**config.mk**
```make
export PLATFORM = sky130hd
export DESIGN_NAME = fetch_unit
export DESIGN_NICKNAME = d
export VERILOG_FILES = /design/src/rtl/fetch_unit.sv
export SDC_FILE = /design/constraint.sdc
export NUM_CORES = 1
export LEC_CHECK = 0
export BUFFER_PORTS_ARGS = -buffer_cell sky130_fd_sc_hd__clkbuf_2
export CORE_MARGIN = 4
export CORE_UTILIZATION = 30
export DETAILED_ROUTE_END_ITERATION = 8
export PLACE_DENSITY = 0.49
export SLEW_MARGIN = 5
export SYNTH_ARGS = -nofsm -noshare
export SYNTH_HDL_FRONTEND = slang
export SYNTH_SLANG_ARGS = --single-unit
```
**constraint.sdc**
```tcl
create_clock -name clk -period 3.9 [get_ports clk]
set_input_delay 0.195 -clock clk [delete_from_list [all_inputs] [get_ports clk]]
set_output_delay 0.195 -clock clk [all_outputs]
set_load 0.01 [all_outputs]
```
**src/rtl/fetch_unit.sv**
```systemverilog
`timescale 1ns/1ps
// fetch_unit: in-order instruction fetch front end. Issues word fetches,
// remembers the address of every outstanding fetch, parks returned words in a
// small buffer for decode, and squashes stale responses after a redirect.
module fetch_unit #(
   parameter logic [31:0] RESET_PC = 32'h0000_0000,
   parameter int          DEPTH    = 2
) (
   input  logic        clk,
   input  logic        rst_n,
   input  logic        Stall,
   input  logic        PCSrcE,
   input  logic [31:0] PCTargetE,
   output logic        imem_req,
   output logic [31:0] imem_addr,
   input  logic        imem_gnt,
   input  logic        imem_rvalid,
   input  logic [31:0] imem_rdata,
   output logic [31:0] InstrF,
   output logic [31:0] PCPlus4F,
   output logic        ValidF
);
   localparam int            PW      = (DEPTH > 1) ? $clog2(DEPTH) : 1;
   localparam int            CW      = $clog2(DEPTH + 1);
   localparam logic [CW:0]   DEPTH_C = (CW+1)'(DEPTH);
   localparam logic [PW-1:0] LAST    = PW'(DEPTH - 1);
   localparam logic [31:0]   NOP     = 32'h0000_0013;

   typedef struct packed {
      logic [31:0] instr;
      logic [31:0] pc;
   } ent_t;

   logic [31:0]   pc_q;
   logic [31:0]   pend_pc [DEPTH];
   logic [PW-1:0] pend_wr_q, pend_rd_q;
   logic [CW-1:0] infl_q, drop_q, cnt_q;
   ent_t          ibuf_q [DEPTH];
   logic [PW-1:0] hd_q, tl_q;
   logic [CW:0]   occ;
   logic          fire, push, pop, drop_now;
   ent_t          head;
   logic          unused_tgt_lsb;

   function automatic logic [PW-1:0] nxt(input logic [PW-1:0] p);
      return (p == LAST) ? '0 : p + PW'(1);
   endfunction

   // Outstanding fetches are counted against buffer space, so a granted
   // request always has a slot waiting when its response returns.
   assign occ       = {1'b0, infl_q} + {1'b0, cnt_q};
   assign imem_req  = rst_n & ~PCSrcE & (occ < DEPTH_C);
   assign imem_addr = pc_q;
   assign fire      = imem_req & imem_gnt;

   assign drop_now  = (drop_q != '0);
   assign push      = imem_rvalid & ~drop_now & ~PCSrcE;
   assign ValidF    = (cnt_q != '0);
   assign pop       = ValidF & ~Stall & ~PCSrcE;

   assign head      = ibuf_q[hd_q];
   assign InstrF    = ValidF ? head.instr : NOP;
   assign PCPlus4F  = ValidF ? head.pc + 32'd4 : 32'h0;

   // Target is word aligned; the low bits are ignored.
   assign unused_tgt_lsb = ^PCTargetE[1:0];

   // Fetch PC, outstanding count, squash count and address-queue pointers.
   // The address queue keeps advancing on squashed responses so later
   // responses stay paired with their own fetch address.
   always_ff @(posedge clk or negedge rst_n) begin
      if (!rst_n) begin
         pc_q      <= RESET_PC;
         infl_q    <= '0;
         drop_q    <= '0;
         pend_wr_q <= '0;
         pend_rd_q <= '0;
      end else begin
         if (PCSrcE)    pc_q <= {PCTargetE[31:2], 2'b00};
         else if (fire) pc_q <= pc_q + 32'd4;
         infl_q <= infl_q + CW'(fire) - CW'(imem_rvalid);
         // Everything still outstanding after a redirect is stale; the
         // response landing in the redirect cycle is already excluded.
         if (PCSrcE)                        drop_q <= infl_q - CW'(imem_rvalid);
         else if (imem_rvalid && drop_now)  drop_q <= drop_q - CW'(1);
         if (fire)        pend_wr_q <= nxt(pend_wr_q);
         if (imem_rvalid) pend_rd_q <= nxt(pend_rd_q);
      end
   end

   // Instruction buffer pointers and occupancy; a redirect empties it.
   always_ff @(posedge clk or negedge rst_n) begin
      if (!rst_n) begin
         hd_q  <= '0;
         tl_q  <= '0;
         cnt_q <= '0;
      end else if (PCSrcE) begin
         hd_q  <= '0;
         tl_q  <= '0;
         cnt_q <= '0;
      end else begin
         if (push) tl_q <= nxt(tl_q);
         if (pop)  hd_q <= nxt(hd_q);
         cnt_q <= cnt_q + CW'(push) - CW'(pop);
      end
   end

   // Storage for outstanding addresses and buffered instructions (no reset
   // needed: entries are only read once their valid tracking says so).
   always_ff @(posedge clk) begin
      if (fire) pend_pc[pend_wr_q] <= pc_q;
      if (push) ibuf_q[tl_q] <= '{instr: imem_rdata, pc: pend_pc[pend_rd_q]};
   end

endmodule
```
==> flow_summary.yaml <==
critical_path:
  arrival_ns: 3.38
  end_kind: "primary output"
  cp_max_fo: 42
  reg2reg_slack_ns: 0.84
  start_kind: "flop"
  cp_top_family: "simple AND/OR/NAND/NOR gates"
  crit_chain: "mux2_2 -> ha_1 -> a21boi_1 -> buf_4 -> nand3_1 -> or4_1 -> a21oi_1 -> clkbuf_2"
  critPathKind: "flop to primary output"
  crit_buf_inv: 2
  slowest_stage: "dfrtp_4"
  slowest_delay_ns: 0.65
  cp.required_ns: 3.70
sta:
  fmax_mhz: 280
  period_share_pct: 91.7
  finalCriticalPeriod_ns: 3.58
  max_slew.worst_pin.slew_ns: 1.04
  maxSlewViolCount: 0
  slew_headroom_pct: 30.2
  fin_skew_ns: 0.00822
  setup_violations: 0
  rsz0062_at_grt: "false"
  hold_viol_final: 0
  whs_ns: 0.0640
routing:
  first_iter_violations: 339
  ant_nets: 0
  wire_per_inst_um: 16.9
  routed_wl_mm: 24.8
  drc: 0
  drt_pre_antenna_iters: 4
  vias: 6909
  vias_per_cell: 4.71
synth:
  ys_types: 68
  async_reset_ff_share_pct: 17.9
  synthTopCellsByArea: "edfxtp_1 54%, dfrtp_1 9.8%, mux2i_1 5.0%, mux2_2 4.8%, nand2_1 2.5%"
  synth_top_cell_area_share_pct: 54.3
  yosys.area.top_type: "edfxtp_1"
  netlist_area_sq_um: 10200
  synth-edff-count: 184
  ys.flop_type: "edfxtp_1"
  ys_seq_area_share_pct: 64.1
  netlist_instances: 768
  synth_warnings: 0
  synth_seq_cells: 224
  syn_area_per_cell_sq_um: 13.3
clock_tree:
  cts_sinks: 224
  clkTransAtPathRegs_ns: 0.06
  cts_tree: "built"
  clkLatencyLatePin_ns: 0.50
  clock_path_buffers: 3
  cts_root_buffer: "clkbuf_16"
  cts_made_buffers: 25
  post_cts_buffers: 0
  htree_levels: 1
floorplanning:
  die_w_um: 192
  die_y_um: 192
  ios: 168
  start_util_pct: 30.4
  fp-row-count: 67
  die-area_sq_um: 36900
  core_area_sq_um: 33500
power_and_ir_drop:
  ir_drop_uv: 389
  power_density_nw_per_um2: 553
  p_leak_uw: 0.00486
  post-layout-total-power_uw: 7220
min_path:
  hold_class: "input port to flop"
cells_and_area:
  final.fill_count: 3283
  drive_gt1_share_pct: 26.7
  syn2layout_area_growth_pct: 28.2
  final_net_count: 1080
  diodes: 0
  final_cell_mix: "184 x edfxtp_1, 161 x clkbuf_2, 68 x nand2_1"
  layout_commonest_cell: "edfxtp_1"
global_routing:
  grt_usage_pct: 13.2
  grt_antenna_before_repair: 0
  grt_pass1_vias: 6758
  grt_max_degree: 63
  grt_first_pass_wirelength_mm: 38.6
  grt_overflow: 0
flow_run:
  cap_violations: 0
placement:
  port_buffers: 161
  gp_congestion: 0.761
  hpwl_mm: 16.9
status:
  outcome: "complete, no violations"
[layout make-up]
cell class	instances	area, sq um	area share [%]
flip-flops and latches	224	6530	50.0
repair buffers	241	1590	12.2
multi-input cells	494	3440	26.4
well taps	448	561	4.30
clock buffers	32	682	5.23
clock inverters	12	185	1.42
inverters	15	56.3	0.431
[power by group]
part           switching [uW]  total (uW)  internal (uW)
clock network             894        2450           1560
registers                 226        3140           2910
logic                     933        1630            696
[logic make-up after synthesis]
logic type	Yosys count	share of synthesized area, %
simple gates	255	13.0
flops	224	64.1
compound gates	110	7.60
mux	94	9.77
buf+inv	53	2.40
xor+xnor	22	1.89
fa+ha+maj	9	1.18
other cells	1	0.0368
[flip-flops by register name, summed over array words and instances, names as in the netlist, 2 cells and up]
register	flops
ibuf_q	124
infl_q	2
drop_q	2
cnt_q	2
pend_pc	60
imem_addr	30
[cell usage after synthesis (6+ instances only)]
cell / instances
a21oi_1: 13
nand3_1: 34
nand2b_1: 8
inv_1: 14
clkbuf_1: 15
o211ai_1: 9
nand4_1: 12
xnor2_1: 14
nor3_1: 14
nor2_1: 58
o311ai_0: 8
a221o_1: 6
nand2_1: 68
and4_1: 8
mux2_2: 43
and3_1: 10
edfxtp_1: 184
buf_2: 12
dfrtp_1: 40
xor2_1: 8
o21ai_0: 28
ha_1: 8
and2_1: 6
nor4_1: 6
mux2i_1: 51
[per-layer routing]
metal  wire, um  part of all wire, %  up-vias  track usage (%)
met4        425                  1.7        0             2.74
met3       1530                  6.2       29             2.49
met1      12500                   50     3280             20.3
li1           -                    -     3391                -
met2      10300                   42      209             19.5
met5          0                    0        -                0
[path summary, 6_finish.rpt]
| kind | from | cells after the start | end |
|---|---|---|---|
| min reg2reg | pend_wr_q$_DFFE_PN0P_ | 1 | pend_wr_q$_DFFE_PN0P_ |
| max in group asynchronous | rst_n | 3 | hd_q$_DFFE_PN0P_ |
| min in group asynchronous | rst_n | 3 | imem_addr[22]$_DFFE_PN0P_ |
| min | PCTargetE[23] | 4 | imem_addr[23]$_DFFE_PN0P_ |
| max reg2reg | cnt_q[0]$_DFF_PN0_ | 8 | imem_addr[29]$_DFFE_PN0P_ |
| max | hd_q$_DFFE_PN0P_ | 8 | PCPlus4F[24] |
[tightest hold or removal path, delay by kind of cell]
kind          cells  cell delay (ns)
simple gates      2             0.12
buf+inv           1             0.09
mux               1             0.14
[per-stage QoR]
step / utilization, % / area (sq um) / worst slack [ns] / setup TNS [ns] / std cells
global placement: 34.4 / 11500 / 0.884 / 0 / 1358
floorplan: - / 10200 / -0.107 / -13.31 / 771
global route: 38.9 / 13000 / 0.0568 / 0 / 1466
CTS: 38.9 / 13000 / 0.303 / 0 / 1466
detailed placement: 34.4 / 11500 / 0.837 / 0 / 1358
finish: 38.9 / 13000 / 0.324 / 0 / 1466
[timing repair]
item / in CTS / in global routing
endpoints found under the hold margin: 135 / 0
resized for setup: 0 / 0
hold buffers: 64 / 0
(Power assumes the default switching activity.)
